--- config.mk ---
export PLATFORM = sky130hd
export DESIGN_NAME = multi_sel_collect
export DESIGN_NICKNAME = d
export VERILOG_FILES = /design/src/rtl/multi_pkg.sv /design/src/rtl/multi_frame_fifo.sv /design/src/rtl/multi_sel_collect.sv
export SDC_FILE = /design/constraint.sdc
export NUM_CORES = 1
export LEC_CHECK = 0
export BUFFER_PORTS_ARGS = -buffer_cell sky130_fd_sc_hd__buf_2
export CAP_MARGIN = 20
export CORE_ASPECT_RATIO = 1.5
export CORE_MARGIN = 1
export CORE_UTILIZATION = 63
export CTS_BUF_LIST = sky130_fd_sc_hd__clkbuf_2
export DETAILED_ROUTE_END_ITERATION = 10
export HOLD_SLACK_MARGIN = 0.02
export PLACE_DENSITY = 0.88
export RECOVER_POWER = 100
export SETUP_SLACK_MARGIN = 0.2
export SYNTH_ARGS = -nofsm -noshare
export SYNTH_HDL_FRONTEND = slang
export SYNTH_HIERARCHICAL = 1
export SYNTH_SLANG_ARGS = --single-unit
--- constraint.sdc ---
create_clock -name clk -period 3.15 [get_ports clk]
set_clock_uncertainty 0.05 [all_clocks]
set_input_delay 0.945 -clock clk [delete_from_list [all_inputs] [get_ports clk]]
set_output_delay 0.945 -clock clk [all_outputs]
set_load 0.005 [all_outputs]
--- src/rtl/multi_pkg.sv ---
// multi_pkg: shared widths, multiplier constants and FSM states for the x1/x3/x7/x9 frame collector
package multi_pkg;
  localparam int WORD_W = 11;
  localparam int FRAME_W = 4 * WORD_W;
  localparam int MUL1 = 1;
  localparam int MUL3 = 3;
  localparam int MUL7 = 7;
  localparam int MUL9 = 9;
  typedef enum logic [1:0] {IDLE, S1, S2, S3} state_e;
endpackage

--- src/rtl/multi_frame_fifo.sv ---
// multi_frame_fifo: show-ahead FRAME_W x DEPTH FIFO, async active-low reset
// ports: clk, rst (active-low), push/push_data, pop, pop_data (head entry), full, empty, fill
module multi_frame_fifo #(
  parameter int FRAME_W = 44,
  parameter int DEPTH = 4
) (
  input  logic                     clk,
  input  logic                     rst,
  input  logic                     push,
  input  logic [FRAME_W-1:0]       push_data,
  input  logic                     pop,
  output logic [FRAME_W-1:0]       pop_data,
  output logic                     full,
  output logic                     empty,
  output logic [$clog2(DEPTH):0]   fill
);
  localparam int AW = $clog2(DEPTH);
  logic [AW:0] wr_q, wr_d, rd_q, rd_d;
  logic [FRAME_W-1:0] mem_q [DEPTH];
  logic [FRAME_W-1:0] mem_d [DEPTH];
  logic do_push, do_pop;
  assign fill = wr_q - rd_q;
  assign empty = wr_q == rd_q;
  assign full = fill == (AW+1)'(DEPTH);
  assign pop_data = mem_q[rd_q[AW-1:0]];
  assign do_pop = pop & ~empty;
  // a pop frees the slot in the same edge, so a full FIFO still accepts
  assign do_push = push & (~full | do_pop);
  always_comb begin
    mem_d = mem_q;
    if (do_push) mem_d[wr_q[AW-1:0]] = push_data;
    wr_d = wr_q + (AW+1)'(do_push);
    rd_d = rd_q + (AW+1)'(do_pop);
  end
  always_ff @(posedge clk or negedge rst) begin
    if (!rst) begin
      wr_q <= '0;
      rd_q <= '0;
      mem_q <= '{default: '0};
    end else begin
      wr_q <= wr_d;
      rd_q <= rd_d;
      mem_q <= mem_d;
    end
  end
endmodule

--- src/rtl/multi_sel_collect.sv ---
// multi_sel_collect: assembles x1/x3/x7/x9 result bursts into 44-bit frames and queues them
// ports: clk, rst (async active-low), in_grant/in_data from the sequencer,
//        frame_valid/frame_ready/frame_data to the next stage, fill, sticky overflow/sync_err/chk_err
// optional: MULT_CHECK_EN enables the per-frame multiple check driving chk_err
module multi_sel_collect
  import multi_pkg::*;
#(
  parameter int DEPTH = 4,
  parameter int WORD_W = multi_pkg::WORD_W
) (
  input  logic                    clk,
  input  logic                    rst,
  input  logic                    in_grant,
  input  logic [WORD_W-1:0]       in_data,
  input  logic                    frame_ready,
  output logic                    frame_valid,
  output logic [4*WORD_W-1:0]     frame_data,
  output logic [$clog2(DEPTH):0]  fill,
  output logic                    overflow,
  output logic                    sync_err,
  output logic                    chk_err
);
  localparam int FW = 4 * WORD_W;
  state_e state_q, state_d;
  logic [WORD_W-1:0] slot0_q, slot0_d, slot1_q, slot1_d, slot2_q, slot2_d;
  logic seen_q, seen_d, sync_q, sync_d, ovf_q, ovf_d;
  logic push, pop, full, empty;
  always_comb begin
    state_d = state_q;
    slot0_d = slot0_q;
    slot1_d = slot1_q;
    slot2_d = slot2_q;
    seen_d = seen_q | in_grant;
    sync_d = sync_q;
    push = 1'b0;
    if (in_grant) begin
      // grant always restarts a frame; mid-frame it discards the partial one
      sync_d = sync_q | (state_q != IDLE);
      slot0_d = in_data;
      state_d = S1;
    end else begin
      case (state_q)
        IDLE: sync_d = sync_q | (seen_q & (in_data != '0));
        S1: begin
          slot1_d = in_data;
          state_d = S2;
        end
        S2: begin
          slot2_d = in_data;
          state_d = S3;
        end
        S3: begin
          push = 1'b1;
          state_d = IDLE;
        end
      endcase
    end
  end
  assign frame_valid = ~empty;
  assign pop = frame_valid & frame_ready;
  assign ovf_d = ovf_q | (push & full & ~pop);
  always_ff @(posedge clk or negedge rst) begin
    if (!rst) begin
      state_q <= IDLE;
      slot0_q <= '0;
      slot1_q <= '0;
      slot2_q <= '0;
      seen_q <= 1'b0;
      sync_q <= 1'b0;
      ovf_q <= 1'b0;
    end else begin
      state_q <= state_d;
      slot0_q <= slot0_d;
      slot1_q <= slot1_d;
      slot2_q <= slot2_d;
      seen_q <= seen_d;
      sync_q <= sync_d;
      ovf_q <= ovf_d;
    end
  end
  assign overflow = ovf_q;
  assign sync_err = sync_q;
`ifdef MULT_CHECK_EN
  logic chk_q, chk_d;
  always_comb
    chk_d = chk_q | (push & ((slot1_q != WORD_W'(slot0_q * MUL3)) |
                             (slot2_q != WORD_W'(slot0_q * MUL7)) |
                             (in_data != WORD_W'(slot0_q * MUL9))));
  always_ff @(posedge clk or negedge rst) begin
    if (!rst) chk_q <= 1'b0;
    else chk_q <= chk_d;
  end
  assign chk_err = chk_q;
`else
  assign chk_err = 1'b0;
`endif
  multi_frame_fifo #(.FRAME_W(FW), .DEPTH(DEPTH)) u_fifo (
    .clk(clk),
    .rst(rst),
    .push(push),
    .push_data({in_data, slot2_q, slot1_q, slot0_q}),
    .pop(pop),
    .pop_data(frame_data),
    .full(full),
    .empty(empty),
    .fill(fill)
  );
endmodule
==> results of run 1 <==
[critical path: stages, from the launching register on]
cell and delay (ns):
dfrtp_2 0.48, buf_6 0.16, buf_12 0.14, mux4_2 0.53, buf_2 0.15
[state kept, by name, summed over array words and instances (netlist names)]
register and count:
slot1_q 11, seen_q 1, sync_err 1, u_fifo/wr_q 3
u_fifo/rd_q 3, slot2_q 11, u_fifo/mem_q 176, slot0_q 11
overflow 1, state_q 2
[layout by cell type (no fill, tap or decap), types with 9 or more instances in the layout]
cell type and count:
mux2_2 13, mux4_2 44, ha_1 10, clkinv_1 14, mux2_1 17, dfrtp_1 216, inv_1 10, buf_2 57
clkbuf_2 70, buf_4 9, nand2_1 47, o2bb2ai_1 168
[where the power goes]
| part | internal [uW] | leakage [uW] | total [uW] | switching, uW |
|---|---|---|---|---|
| registers | 4050 | 0.00280 | 4860 | 809 |
| clock network | 654 | 0.000330 | 1750 | 1100 |
| logic | 2560 | 0.00149 | 5090 | 2520 |
| total | 7270 | 0.00462 | 11700 | 4420 |
[routing by layer]
metal	global-route usage (%)	vias to the layer above	routed length, um
li1	-	2661	-
met2	52.5	408	12200
met4	21.1	2	1400
met5	0	-	13
met3	6.36	104	1900
met1	42.8	3307	8930
[final cells by class]
type,instances,area (um^2)
Fill cell,967,4190
Clock inverter,20,105
Multi-Input combinational cell,347,3600
Inverter,11,42.5
Clock buffer,66,330
Sequential cell,220,5510
Antenna cell,1,2.50
Tap cell,196,245
Timing Repair Buffer,96,709
[cell usage after synthesis]
master,number
o311ai_0,1
conb_1,1
mux2_4,20
xnor2_1,1
or3_1,1
nor4_1,2
fa_1,1
o21ai_2,3
o2bb2ai_2,9
o2bb2ai_1,167
buf_4,15
clkbuf_1,11
o211ai_4,4
xor2_1,2
nor2_1,4
nor3_1,3
nor2b_1,3
buf_2,20
o21a_1,1
nand3_1,1
o21bai_1,1
and3_1,1
xor3_1,1
clkinv_4,1
a31oi_1,2
nand2_1,45
and3b_1,1
nand2_4,2
o2111ai_4,1
or2_2,1
ha_1,10
dfrtp_1,220
inv_1,10
mux2_2,13
o21ai_0,1
mux4_2,44
buf_6,8
[logic make-up after synthesis]
kind of cell | after synthesis
muxes | 77
xor gates and xnor gates | 4
other | 1
DFF | 220
AOI/OAI and AO/OA | 190
buffers and inverters | 65
and+or+nand+nor | 64
adders and majority gates | 11
[repair_timing]
| item | in CTS | in global routing |
|---|---|---|
| setup endpoints to repair | 48 | 47 |
| endpoints found under the hold margin | 0 | 0 |
| gates cloned | 2 | 1 |
| buffers inserted | 4 | 0 |
| resized for setup | 11 | 1 |
[per-stage QoR]
stage	total power, uW	setup slack (ns)
5_1_grt	12300	-0.136
3_3_place_gp	9520	0.561
3_5_place_dp	9820	0.404
6_report	11700	-0.0453
2_1_floorplan	8110	0.283
4_1_cts	11800	-0.0764
[worst min-delay path by stage]
stage / start / end / slack [ns] / cells past startpoint
2_1_floorplan: seen_q / seen_q / 0.38 / 1
6_report: u_fifo/mem_q[53] / u_fifo/mem_q[53] / 0.44 / 1
4_1_cts: rst / state_q[1] / 0.03 / 1
5_1_grt: in_data[10] / slot0_q[10] / 0.44 / 2
3_5_place_dp: seen_q / seen_q / 0.40 / 1
3_3_place_gp: seen_q / seen_q / 0.40 / 1
==> impl_metrics.toml, run 1 <==
[die]
initial_utilization_pct = 65.1
pin_count = 66
core_um2 = 14700
rows = 54
die-width_um = 103
die_area_um2 = 15700
die_y_um = 153

[outcome]
violations = "capacitance limit, slew limit, setup timing"
status = "finished with violations"

[route]
drc = 0
antenna_left = 0
via_per_inst = 6.77
first_pass_iters = 5
drt_wl_total_mm = 24.4
drt_iter0_drc = 521
vias = 6482
wire_per_inst_um = 25.5

[logic_synthesis]
synth.area.mux_share_pct = 15.0
synthXorXnorAreaFrac_pct = 0.522
ys_types = 37
syn-cell-area_um2 = 9590
synth_fa_ha_area_share_pct = 1.51
synth.top_cell.area_share_pct = 57.4
synthCells = 632
synth-compound-area-share_pct = 18.5
synth-seq-cells = 220
synth_top_family_by_area = "compound AO/OA/AOI/OAI gates"
seq_area_frac_synth_pct = 57.4
synth-simple-area-share_pct = 2.97
synthesis.nets = 658
synth_area_leaders = "dfrtp_1 57%, o2bb2ai_1 15%, mux4_2 10%"
yosysWarnings = 6
synth_top_area_cell = "dfrtp_1"
syn_avg_cell_area_um2 = 15.2

[timing]
drv_slew = 43
final.period_utilization_pct = 101
tns_ns = -0.263
setup_viol = 20
slew_headroom_pct = -76.7
fin_ws_ns = -0.0453
finalHoldViolations = 0
worstMarginPinSlew_ns = 2.65
max_freq_ghz = 0.313
min_period_ns = 3.20
rsz0062_at_grt = "true"
hold_slack_ns = 0.444

[placement]
placed_area_um2 = 10100
io_buffers = 64
place_hpwl_mm = 14.3
dpl.cell_count = 863
place.gp.congestion = 0.844

[setup_path]
cp-start-kind = "register"
crit_type = "register to output port"
worstPathRequired_ns = 2.15
arrival_ns = 2.20
path_max_fanout = 8
end_kind = "output port"
r2r-start = "u_fifo/wr_q[0]"
reg2reg_depth = 10
cp-startpoint = "u_fifo/rd_q[0]"
reg2reg_slack_ns = 0.06
critPathCapture = "frame_data[26]"
r2r-end = "u_fifo/mem_q[107]"

[clocking]
cts_tree = "built"
cts_root_buffer = "clkbuf_2"
clock_sinks = 220
clk_pin_slew_ns = 0.11
numCtsBuffers = 48
cts_hold_buf = 0
insertion_delay_ns = 0.78
htreeDepth = 2
ctsLongestPathBuffers = 3

[layout]
final_util_pct = 71.6
fin_area_um2 = 10500
area_growth_pct = 9.87
final_cells = 957
fin_nets = 750
layout-drive-gt1-share_pct = 32.1

[grt]
grt_overflow_total = 0
first_global_vias = 7122
antenna_found_initial = 2
grt_max_degree = 65
grt_util_all_layers_pct = 33.5
grt_pass1_wl_mm = 39.2

[pwr]
p_per_area_nw_per_um2 = 1110
peakVddDrop_uv = 695
p_leak_uw = 0.00462

[hold_path]
hold_path.class = "register to register"

[job]
cap_violations = 1
No activity file was read; power rests on OpenSTA's default activity.
==> run 2, diff against run 1 <==
CORE_UTILIZATION = 34   (was 63)
PLACE_DENSITY = 0.55   (was 0.88)
==> run 2 against run 1 <==
  * The flow finishes with violations (DRC, capacitance limit, slew limit, setup timing)
  * Via count shrank 2.5%
  * Utilization down 32 points
  * Count of clock-buffer cells in the layout rose by 11
  * Highest routed layer is now met4
  * First-iteration DRC count decreased by 40%
  * Die area is 84% higher
  * Critical path type unchanged
  * Wire length rose by 12%
  * Non-clock buffer count grew 13
  * Sequential power down 1%
  * Cell count grew 18%
  * Critical endpoint is now frame_data[41]
==> impl_metrics.toml, run 2 (synthesis results as in run 1) <==
[clocking]
cts_tree = "built"
cts_root_buffer = "clkbuf_2"
insertion_delay_ns = 0.84
numCtsBuffers = 52
clk_pin_slew_ns = 0.12
clock_sinks = 220
ctsLongestPathBuffers = 3
htreeDepth = 2

[setup_path]
crit_slowest_cell = "mux4_2"
worst_path_most_repeated_cell = "buf_6"
cp-start-kind = "register"
crit_type = "register to output port"
r2r-end = "u_fifo/mem_q[99]"
arrival_ns = 2.30
critical_path_cell_count = 4
reg2reg_depth = 10
worst_path_largest_cell_delay_ns = 0.56
cp-startpoint = "u_fifo/rd_q[0]"
worstPathRequired_ns = 2.15
critPathCapture = "frame_data[41]"
crit_family = "multiplexers"
r2r-start = "u_fifo/rd_q[0]"
path_max_fanout = 6
crit_buf_inv = 3
reg2reg_slack_ns = 0.32
end_kind = "output port"
crit_chain = "buf_6, clkbuf_16, mux4_2, buf_6"

[grt]
grt_overflow_total = 0
antenna_found_initial = 1
grt_util_all_layers_pct = 19.2
grt_max_degree = 69
first_global_vias = 7077
grt_pass1_wl_mm = 42.4

[pwr]
seqPwrFrac_pct = 38.6
peakVddDrop_uv = 503
pwr-share-clk_pct = 15.4
p_leak_uw = 0.00478
pwr-share-comb_pct = 45.9
internal_power_uw = 7690
p_per_area_nw_per_um2 = 1120
p_switching_uw = 4710
p_sw_share_pct = 38.0

[die]
core_um2 = 27900
rows = 75
die_area_um2 = 28900
pin_count = 66
die-width_um = 139
die_y_um = 208
initial_utilization_pct = 34.4

[timing]
min_period_ns = 3.30
fin_ws_ns = -0.148
setup_viol = 46
rsz0062_at_grt = "true"
final.period_utilization_pct = 105
worstMarginPinSlew_ns = 1.72
hold_slack_ns = 0.394
max_freq_ghz = 0.303
drv_slew = 69
slew_headroom_pct = -14.3
finalHoldViolations = 0

[placement]
place_hpwl_mm = 16.0
place.gp.congestion = 0.785
dpl.cell_count = 1017
io_buffers = 64

[layout]
largest_reg_flops = 176
final_cells = 1130
area_growth_pct = 15.5
seqCellArea_um2 = 5510
fin_nets = 767
fillers = 2589
layout-drive-gt1-share_pct = 34.9
layout_commonest_cell = "dfrtp_1"
mostFrequentLayoutCells = "218 x dfrtp_1, 167 x o2bb2ai_1, 80 x clkbuf_2, 55 x buf_2, 47 x nand2_1"
multi_input_area_um2 = 3680
largest-register = "u_fifo/mem_q"

[route]
wire_per_inst_um = 24.2
drt_iter0_drc = 315
first_pass_iters = 9
drc = 2
antenna_left = 0
vias = 6319
via_per_inst = 5.59
drt_wl_total_mm = 27.3

[outcome]
status = "finished with violations"
violations = "DRC, capacitance limit, slew limit, setup timing"

[job]
cap_violations = 1

[hold_path]
hold_path.class = "primary input to register"
## run 2: changes by cell type in the layout (fill, tap and decap cells not counted), sizes merged
cell	before	now
buf	80	98
clkbuf	82	87
inv	12	10
clkinv	17	18
dlygate4sd3	0	1
## run 2: worst min-delay path by stage
| stage | from | end | slack (ns) | cells past startpoint |
|---|---|---|---|---|
| detailed placement | seen_q | seen_q | 0.40 | 1 |
| global route | in_data[1] | slot1_q[1] | 0.32 | 2 |
| finish | frame_ready | overflow | 0.39 | 3 |
| floorplan | seen_q | seen_q | 0.38 | 1 |
| CTS | frame_ready | overflow | 0.32 | 3 |
| global placement | seen_q | seen_q | 0.40 | 1 |
## run 2: power by group through the flow
stage	Sequential (uW)	Combinational (uW)	Clock, uW
6_report	4790	5700	1910
5_1_grt	4930	6080	2120
3_3_place_gp	4730	5130	0
2_1_floorplan	4580	3530	0
4_1_cts	4780	5640	1980
3_5_place_dp	4810	5220	0
## run 2: stage by stage
stage	power, uW	setup TNS (ns)	instance area (um^2)	util [%]	setup WS, ns
after floorplan	8110	0	9590	-	0.283
after global placement	9860	0	10300	37.1	0.509
after detailed placement	10000	0	10300	37.1	0.419
after CTS	12400	-8.19	11000	39.6	-0.232
after global routing	13100	-10.42	11100	39.8	-0.245
final	12400	-4.35	11100	39.8	-0.148
## run 2: worst register-to-register path: cells and delay by family (launching register included)
kind | cells | cell delay [ns]
AOI/OAI and AO/OA | 2 | 0.42
and+or+nand+nor | 1 | 0.24
xor gates and xnor gates | 1 | 0.22
DFF | 1 | 0.49
adders and majority gates | 2 | 0.47
buffers and inverters | 4 | 0.89
## run 2: layer usage
layer	vias to the layer above	wire (um)	global-route usage [%]
met5	-	0	0
met4	0	1030	9.20
met3	64	1040	3.02
met2	175	14300	34.0
met1	3371	10900	22.7
li1	2709	-	-
## run 2: cell type report
class / count / share of cell area, %
sequential: 220 / 49.7
antenna: 1 / 0.0226
tap: 346 / 3.91
multi-input combinational: 347 / 33.2
timing repair buffer: 109 / 8.44
inverter: 11 / 0.384
clock inverter: 19 / 0.914
clock buffer: 77 / 3.48
## run 2: timing repair
item                                   in CTS  in global routing
gates resized for setup                     8                 14
endpoints found under the hold margin      24                  0
pin swaps                                   0                  1
cloned                                      4                  3
hold buffers                                1                  0
buffers inserted                            5                  3
setup endpoints to repair                  47                124
==> run 3, diff against run 2 <==
PLACE_DENSITY = 0.57   (was 0.55)
clock period = 3 ns   (was 3.15 ns; I/O delays follow)
==> run 3 against run 2 <==
  * The flow still finishes with violations (DRC, capacitance limit, slew limit, setup timing)
  * Highest routed layer unchanged
  * Global-route usage rose by 0.81 points
  * Largest power group unchanged
  * Sequential share of layout area rose by 1.2 points
  * Wire length increased by 4.5%
  * Critical endpoint is now frame_data[4]
  * Sequential power rose by 5.0%
==> impl_metrics.toml, run 3 (synthesis results as in run 1) <==
[layout]
fin_area_um2 = 10800
layout_commonest_cell = "dfrtp_1"
mostFrequentLayoutCells = "218 x dfrtp_1, 174 x o2bb2ai_1, 81 x clkbuf_2, 61 x buf_2, 47 x nand2_1"
largest-register = "u_fifo/mem_q"
fillers = 2641
final_util_pct = 38.9
largest_reg_flops = 176
fin_nets = 767
layout-drive-gt1-share_pct = 32.9
area_growth_pct = 12.9

[setup_path]
crit_family = "buffers and inverters"
cp-start-kind = "register"
worstPathRequired_ns = 2.05
reg2reg_depth = 8
r2r-end = "u_fifo/mem_q[80]"
path_max_fanout = 6
crit_buf_inv = 3
end_kind = "output port"
crit_type = "register to output port"
worst_path_largest_cell_delay_ns = 0.52
crit_slowest_cell = "mux4_2"
reg2reg_slack_ns = 0.05
arrival_ns = 2.34
crit_chain = "buf_4, clkbuf_16, mux4_2, buf_2"
r2r-start = "u_fifo/rd_q[0]"

[timing]
setup_viol = 46
drv_slew = 62
fin_ws_ns = -0.287
min_period_ns = 3.29
rsz0062_at_grt = "true"
final.period_utilization_pct = 110
slew_headroom_pct = -3.22
worstMarginPinSlew_ns = 1.55
finalHoldViolations = 0
max_freq_ghz = 0.304
tns_ns = -11.47
hold_slack_ns = 0.352

[die]
rows = 75
core_um2 = 27900
die_area_um2 = 28900
pin_count = 66
die_y_um = 208
die-width_um = 139
initial_utilization_pct = 34.4

[hold_path]
hp-start = "in_data[1]"
min_to = "slot1_q[1]"
hold_depth = 2
hold_path.class = "primary input to register"

[route]
via_per_inst = 5.67
drt_wl_total_mm = 28.6
vias = 6393
antenna_left = 0
first_pass_iters = 8
wire_per_inst_um = 25.3
drt_iter0_drc = 370
drc = 2

[clocking]
cts_root_buffer = "clkbuf_2"
numCtsBuffers = 51
clock_sinks = 220
htreeDepth = 2
clk_pin_slew_ns = 0.12
insertion_delay_ns = 0.82
ctsLongestPathBuffers = 3
cts_tree = "built"

[grt]
antenna_found_initial = 1
grt_util_all_layers_pct = 20.0
grt_pass1_wl_mm = 44.0
grt_overflow_total = 0
first_global_vias = 7213
grt_max_degree = 62

[outcome]
violations = "DRC, capacitance limit, slew limit, setup timing"
status = "finished with violations"

[pwr]
p_leak_uw = 0.00471
p_per_area_nw_per_um2 = 1180
peakVddDrop_uv = 395

[placement]
post-place-ws_ns = 0.205
place_hpwl_mm = 16.1
io_buffers = 64
place.gp.congestion = 0.765
placed_area_um2 = 10400

[job]
cap_violations = 1
## run 3: cell types whose count changed in the layout (fill, tap and decap cells not counted), moves of 2 or more
cell	previous run	this run
clkinv_2	3	1
buf_6	14	3
o211ai_1	0	3
clkbuf_4	2	8
o211ai_4	4	1
o2bb2ai_1	167	174
o2bb2ai_2	9	2
buf_2	55	61
o21ai_2	0	3
buf_12	5	1
## run 3: worst reg2reg max path: cells and delay by family, from the launching register on
| kind | cells | cell delay [ns] |
|---|---|---|
| compound gates | 2 | 0.68 |
| buf+inv | 2 | 0.66 |
| xor+xnor | 1 | 0.24 |
| simple gates | 1 | 0.09 |
| fa+ha+maj | 2 | 0.61 |
| flops | 1 | 0.49 |
## run 3: power breakdown
part	switching [uW]	internal, uW
Combinational	2970	2850
Sequential	775	4250
Clock	1230	686
## run 3: final cells by class
cell class,count,area (um^2),area share (%)
flip-flops and latches,220,5510,50.9
multi-input cells,350,3590,33.1
repair buffers,107,811,7.49
well taps,346,433,4.00
clock buffers,78,390,3.60
clock inverters,15,57.6,0.531
inverters,11,42.5,0.393
diodes,1,2.50,0.0231
## run 3: timing repair
action	CTS	global route
gates cloned	7	3
hold endpoints to repair	57	0
hold buffers	1	0
endpoints found under the setup margin	68	58
setup buffers	5	1
gates resized for setup	6	1
pin swaps	3	0
## run 3: layer usage
layer	track usage [%]	up-vias	wire length (um)
met3	3.25	73	1310
met1	23.7	3389	11100
met5	0	-	0
met4	9.69	0	1170
met2	35.3	238	15000
li1	-	2693	-
## run 3: worst max path at each step
| stage | to | start | cells after the start | slack, ns |
|---|---|---|---|---|
| 2_1_floorplan | u_fifo/mem_q[3] | u_fifo/rd_q[1] | 12 | 0.27 |
| 3_3_place_gp | u_fifo/mem_q[139] | u_fifo/wr_q[0] | 9 | 0.27 |
| 3_5_place_dp | u_fifo/mem_q[50] | u_fifo/rd_q[0] | 8 | 0.21 |
| 4_1_cts | frame_data[32] | u_fifo/rd_q[0] | 4 | -0.33 |
| 5_1_grt | frame_data[22] | u_fifo/rd_q[0] | 4 | -0.35 |
| 6_report | frame_data[4] | u_fifo/rd_q[0] | 4 | -0.29 |
## run 3: through the flow
| stage | std cells | total power [uW] |
|---|---|---|
| 2_1_floorplan | 632 | 8520 |
| 3_3_place_gp | 1017 | 10400 |
| 3_5_place_dp | 1017 | 10600 |
| 4_1_cts | 1123 | 13000 |
| 5_1_grt | 1128 | 13500 |
| 6_report | 1128 | 12800 |
